==> src/rtl/alu_share_arbiter.sv <==
// alu_share_arbiter: round-robin sharing of one combinational ALU among NREQ requesters, with EX and RSP stages.
// Optional build macro ALU_OPISO_EN: EX operands load only on accept and ALU inputs are held at 0 while EX is idle.
module alu_share_arbiter #(
    parameter int WIDTH = 64,
    parameter int NREQ  = 4,
    parameter int IDW   = 2
) (
    input  logic                  clk,
    input  logic                  rst_n,
    input  logic [NREQ-1:0]       req_valid,
    output logic [NREQ-1:0]       req_ready,
    input  logic [NREQ*WIDTH-1:0] req_op_a,
    input  logic [NREQ*WIDTH-1:0] req_op_b,
    input  logic [NREQ*5-1:0]     req_ctrl,
    output logic [WIDTH-1:0]      alu_operand_a,
    output logic [WIDTH-1:0]      alu_operand_b,
    output logic [4:0]            alu_control,
    input  logic [WIDTH-1:0]      alu_result,
    input  logic                  alu_zero,
    output logic                  rsp_valid,
    input  logic                  rsp_ready,
    output logic [IDW-1:0]        rsp_id,
    output logic [WIDTH-1:0]      rsp_result,
    output logic                  rsp_zero
);

    logic [IDW-1:0]   rr_ptr_q, rr_ptr_d;
    logic             ex_valid_q, ex_valid_d;
    logic [WIDTH-1:0] ex_a_q, ex_a_d;
    logic [WIDTH-1:0] ex_b_q, ex_b_d;
    logic [4:0]       ex_ctrl_q, ex_ctrl_d;
    logic [IDW-1:0]   ex_id_q, ex_id_d;
    logic             rsp_valid_q, rsp_valid_d;
    logic [WIDTH-1:0] rsp_result_q, rsp_result_d;
    logic             rsp_zero_q, rsp_zero_d;
    logic [IDW-1:0]   rsp_id_q, rsp_id_d;

    logic             rsp_free;
    logic             ex_adv;
    logic             accept;
    logic             hi_found;
    logic             lo_found;
    logic [IDW-1:0]   hi_idx;
    logic [IDW-1:0]   lo_idx;
    logic [IDW-1:0]   grant_idx;
    logic [WIDTH-1:0] sel_a;
    logic [WIDTH-1:0] sel_b;
    logic [4:0]       sel_ctrl;

    assign rsp_free = !rsp_valid_q || rsp_ready;
    assign ex_adv   = !ex_valid_q || rsp_free;

    // Lowest valid index at or above rr_ptr wins; otherwise wrap to the lowest valid index overall.
    always_comb begin
        hi_found = 1'b0;
        lo_found = 1'b0;
        hi_idx   = '0;
        lo_idx   = '0;
        for (int i = NREQ - 1; i >= 0; i--) begin
            if (req_valid[i]) begin
                lo_found = 1'b1;
                lo_idx   = IDW'(i);
                if (IDW'(i) >= rr_ptr_q) begin
                    hi_found = 1'b1;
                    hi_idx   = IDW'(i);
                end
            end
        end
        grant_idx = hi_found ? hi_idx : (lo_found ? lo_idx : rr_ptr_q);
    end

    assign accept = lo_found && ex_adv && rst_n;

    always_comb begin
        req_ready = '0;
        sel_a     = '0;
        sel_b     = '0;
        sel_ctrl  = '0;
        for (int i = 0; i < NREQ; i++) begin
            if (grant_idx == IDW'(i)) begin
                req_ready[i] = accept;
                sel_a        = req_op_a[i*WIDTH +: WIDTH];
                sel_b        = req_op_b[i*WIDTH +: WIDTH];
                sel_ctrl     = req_ctrl[i*5 +: 5];
            end
        end
    end

    always_comb begin
        rr_ptr_d     = rr_ptr_q;
        ex_valid_d   = ex_valid_q;
        ex_a_d       = ex_a_q;
        ex_b_d       = ex_b_q;
        ex_ctrl_d    = ex_ctrl_q;
        ex_id_d      = ex_id_q;
        rsp_valid_d  = rsp_valid_q;
        rsp_result_d = rsp_result_q;
        rsp_zero_d   = rsp_zero_q;
        rsp_id_d     = rsp_id_q;

        if (accept) begin
            rr_ptr_d = (grant_idx == IDW'(NREQ - 1)) ? '0 : grant_idx + IDW'(1);
        end
        if (ex_adv) begin
            ex_valid_d = accept;
        end
`ifdef ALU_OPISO_EN
        if (accept) begin
            ex_a_d    = sel_a;
            ex_b_d    = sel_b;
            ex_ctrl_d = sel_ctrl;
            ex_id_d   = grant_idx;
        end
`else
        if (ex_adv) begin
            ex_a_d    = sel_a;
            ex_b_d    = sel_b;
            ex_ctrl_d = sel_ctrl;
            ex_id_d   = grant_idx;
        end
`endif
        // A drain and a refill of RSP in the same cycle keeps rsp_valid high.
        if (ex_valid_q && rsp_free) begin
            rsp_valid_d  = 1'b1;
            rsp_result_d = alu_result;
            rsp_zero_d   = alu_zero;
            rsp_id_d     = ex_id_q;
        end else if (rsp_ready) begin
            rsp_valid_d = 1'b0;
        end
    end

    always_ff @(posedge clk) begin
        if (!rst_n) begin
            rr_ptr_q     <= '0;
            ex_valid_q   <= 1'b0;
            ex_a_q       <= '0;
            ex_b_q       <= '0;
            ex_ctrl_q    <= '0;
            ex_id_q      <= '0;
            rsp_valid_q  <= 1'b0;
            rsp_result_q <= '0;
            rsp_zero_q   <= 1'b0;
            rsp_id_q     <= '0;
        end else begin
            rr_ptr_q     <= rr_ptr_d;
            ex_valid_q   <= ex_valid_d;
            ex_a_q       <= ex_a_d;
            ex_b_q       <= ex_b_d;
            ex_ctrl_q    <= ex_ctrl_d;
            ex_id_q      <= ex_id_d;
            rsp_valid_q  <= rsp_valid_d;
            rsp_result_q <= rsp_result_d;
            rsp_zero_q   <= rsp_zero_d;
            rsp_id_q     <= rsp_id_d;
        end
    end

`ifdef ALU_OPISO_EN
    assign alu_operand_a = ex_valid_q ? ex_a_q : '0;
    assign alu_operand_b = ex_valid_q ? ex_b_q : '0;
    assign alu_control   = ex_valid_q ? ex_ctrl_q : '0;
`else
    assign alu_operand_a = ex_a_q;
    assign alu_operand_b = ex_b_q;
    assign alu_control   = ex_ctrl_q;
`endif

    assign rsp_valid  = rsp_valid_q;
    assign rsp_id     = rsp_id_q;
    assign rsp_result = rsp_result_q;
    assign rsp_zero   = rsp_zero_q;

endmodule

==> config.mk <==
export PLATFORM = sky130hd
export DESIGN_NAME = alu_share_arbiter
export DESIGN_NICKNAME = d
export VERILOG_FILES = /design/src/rtl/alu_share_arbiter.sv
export SDC_FILE = /design/constraint.sdc
export NUM_CORES = 1
export LEC_CHECK = 0
export CAP_MARGIN = 5
export CORE_AREA = 2 2 313 315
export DETAILED_ROUTE_END_ITERATION = 6
export DIE_AREA = 0 0 315 317
export PLACE_DENSITY = 0.4
export SLEW_MARGIN = 0
export SYNTH_ARGS = -nofsm -noshare
export SYNTH_HDL_FRONTEND = slang
export SYNTH_SLANG_ARGS = --single-unit
==> constraint.sdc <==
create_clock -name clk -period 2.9 [get_ports clk]
set_clock_uncertainty 0.15 [all_clocks]
set_input_delay 0.58 -clock clk [delete_from_list [all_inputs] [get_ports clk]]
set_output_delay 0.58 -clock clk [all_outputs]
set_load 0.005 [all_outputs]
==> summary.md <==
| Metric | Value |
|---|---|
| Largest stage delay, worst path | `approximately 270 ps` |
| CP arrival | `2050 ps` |
| Critical-path top delay cell | `dlygate4sd2_1` |
| Most area-hungry cell type in the Yosys netlist | `dfxtp_1` |
| Largest family of logic cells by synthesized area | `compound AO/OA/AOI/OAI gates` |
| Final hold vios | `0` |
| Async set-reset flop share out of synthesis | `0` |
| Reg clk slew, reported paths | `around 60 ps` |
| First-pass GRT wire length | `~99 mm` |
| Die Width | `315 um` |
| Worst-Margin Slew | `between 800 and 900 ps` |
| Number of fill cells | `around 11k` |
| Fmax | `roughly 360 MHz` |
| Post-synth top area share | `0.3804` |
| CP dominant cell by count | `buf_4` |
| Global route hottest layer | `met2` |
| Largest cells by area after synthesis | `dfxtp_1 (38%), a32o_1 (12%), a21oi_1 (9.3%)` |
| Vias | `13.57k` |
| I/O pin total | `between 800 and 900` |
| Mapped Cells | `between 1k and 1.5k` |
| Detailed placement HPWL | `roughly 57 mm` |
| H-tree depth | `1` |
| WHS | `302.0 ps` |
| Yosys cell types | `31` |
| Max clock buf depth | `3` |
| Die Height | `around 320 um` |
| Worst-path cell chain | `dlygate4sd2_1 > buf_4 > a211oi_1 > a211oi_2 > buf_4 > buf_4 > ha_4 > and2_1 > buf_2` |
| Worst VDD drop | `between 400 and 500 uV` |
| Vias in the first global route | `roughly 14k` |
| Root Buffer | `clkbuf_16` |
| Share of layout cells above drive strength 1 | `0.1348` |
| CP top delay family | `buffers and inverters` |
| XOR/XNOR Fraction of Synth Area | `0` |
| CTS Hold Buffers Added | `0` |
| GPL Wtd Cong | `about 0.87` |
| Port buffer count | `around 810` |
| Post-synthesis average cell area | `8.632 sq um` |
| Slew Viols, Final | `0` |
| Met1 Resource Use GR | `0.1476` |
| Clk sinks | `slightly above 200` |
| Leak | `between 7 and 8 nW` |
| Met2 Use GR | `0.2379` |
| Post-synth net total | `about 1.9k` |
| Maximum number of pins on one net before global-route repair | `between 70 and 80` |
| GRT Util Overall | `0.1338` |
| Data required time of the worst path | `approximately 2200 ps` |
| Hold crit path type | `flop to flop` |
| Total iterations of the first detailed-routing run | `5` |
| CTS tree | `yes` |
| Mux cell area share after synthesis | `0.0009233` |
| Max transition margin | `0.4436` |
| Final setup violating endpoints | `0` |
| Crit Path Max Fanout | `3` |
| Cell Rows | `between 100 and 150` |
| Final nets | `about 2.7k` |
| GRT met3 Usage | `0.04043` |
| Tcrit/Tclk final | `0.9596` |
| Drt total wl | `a little over 70 mm` |
| Global route overflow | `0` |
| Setup TNS | `0 ps` |
| Clock latency at the later pin of the worst-skew pair | `approximately 600 ps` |
| Seq/Total Area, Yosys | `0.3804` |
| Core ar. | `approximately 96000 sq um` |
| Max-cap violations | `0` |
| Number of flops mapped to enable cells by yosys | `0` |
| Critical path capture point type | `primary output` |
| Simple-gate share of the synthesized area | `0.1369` |
| Outcome | `complete, no violations` |
| Compound-Gate Fraction of Synth Area | `0.4128` |
| Iteration-0 DRC Markers | `roughly 640` |
| Final ANT Viol Nets | `0` |
| Commonest cells post-synth | `dfxtp_1 (206), a21oi_1 (202), nand2_1 (137), nand2b_1 (137), a32o_1 (133)` |
| Worst setup path category | `primary input to primary output` |
| Antenna violations before repair | `22` |
| Layout area overhead | `104.0%` |
| Synth Cell Area | `10840 sq um` |
| Overall power | `0.01628 W` |
| RSZ-0062 raised after global routing | `no` |
| Most numerous cell in the Yosys netlist | `dfxtp_1` |
| DR DRC count | `0` |
| Wire per inst | `roughly 21 um` |
| Yosys warnings | `0` |
| Final min period | `approximately 2800 ps` |
| Post-Synth Adder-Cell Area | `0.004616` |
| CTS Buf Count | `28` |
| Worst setup SP type | `primary input` |
| Synthesized flop and latch total | `around 210` |
| Ys flop type | `dfxtp_1` |
| Die area | `99860 sq um` |
| Initial core utilization | `0.1126` |
| Drt via density | `3.993` |
| Buf+Inv Stages, Crit Path | `5` |
| Pwr Density | `approximately 740 nW/um^2` |
==> final cells by class <==
type	instances	area, sq um	area share
repair buffers	947	9359	0.4232
multi-input cells	907	6111	0.2763
flip-flops and latches	206	4125	0.1865
well taps	1276	1597	0.07220
clock buffers	43	807.0	0.03649
clock inverters	8	82.58	0.003734
diodes	7	17.52	0.0007921
inverters	4	15.01	0.0006790
==> registers in the layout (all words and copies together), names as in the netlist, 2 cells and up <==
signal	count
alu_operand_b	64
rsp_result	64
ex_id_q	2
alu_control	5
rsp_id	2
rr_ptr_q	2
alu_operand_a	64
==> repair_timing <==
item	in CTS	in global routing
buffers inserted	8	0
pin swaps	4	1
resized for setup	31	6
setup endpoints to repair	7	10
==> metal layers <==
metal	vias to the layer above	wire, um	share of wire
met5	-	82	0.0011
met4	14	2542	0.036
met3	124	6009	0.084
met2	611	35560	0.50
met1	6422	27210	0.38
li1	6398	-	-
==> power by group <==
group	internal, W	leakage, nW	switching [W]	total (W)
clock network	0.00199	0.434	0.00147	0.00346
logic	0.00465	5.36	0.00412	0.00877
registers	0.00359	1.70	0.000459	0.00405
==> cell families (layout without fill, tap and decap cells) <==
family / count (synthesis) / after routing
buffers and inverters: 143 / 1002
DFF: 206 / 206
other: 0 / 7
muxes: 1 / 1
AOI/OAI and AO/OA: 610 / 610
and+or+nand+nor: 292 / 292
adders and majority gates: 4 / 4
==> worst reg2reg max path, delay by kind of cell (launching register included) <==
| kind | cells | cell delay [ps] |
|---|---|---|
| buf+inv | 4 | 540 |
| fa+ha+maj | 1 | 150 |
| simple gates | 2 | 200 |
| compound gates | 5 | 1250 |
| flops | 1 | 350 |
==> metrics by stage <==
| stage | setup slack (ps) | utilization | std cells | instance area [sq um] |
|---|---|---|---|---|
| after detailed placement | -799.1 | 0.2196 | 3333 | 21140 |
| after CTS | 0.07416 | 0.2295 | 3391 | 22100 |
| after global routing | 7.604 | 0.2297 | 3398 | 22110 |
| final | 117.3 | 0.2297 | 3398 | 22110 |
| after floorplan | 40.94 | - | 1256 | 10840 |
| after global placement | -802.4 | 0.2196 | 3333 | 21140 |
==> path summary, 6_finish.rpt <==
check / start / endpoint / cells past startpoint / slack [ps]
worst max-delay path: req_valid[3] / req_ready[3] / 9 / 120
worst min-delay path: rsp_result[29] / rsp_result[29] / 2 / 300
worst max register to register: rr_ptr_q[0] / alu_operand_a[1] / 12 / 140
worst min register to register: rsp_result[29] / rsp_result[29] / 2 / 300
==> cell usage in the layout, fill, tap and decap left out, types with 3 or more instances in the layout <==
cell type        synthesis  final
nand2_1                137    137
a22oi_1                 52     51
a21oi_1                202    202
dfxtp_1                206    205
and2_4                   0      3
o21ai_0                 56     55
clkinv_2                 0      4
buf_4                    4    118
inv_1                    3      3
buf_2                   51      3
clkdlybuf4s50_1          0    800
buf_12                   0     20
clkbuf_1                71     10
clkbuf_8                 0      5
diode_2                  0      7
o21ai_1                 80     80
clkbuf_16                0     28
nand2b_1               137    136
a32o_1                 133    133
nor2_1                   3      3
ha_4                     0      4
a22oi_2                 80     81
Power figures use the tool's default switching activity.
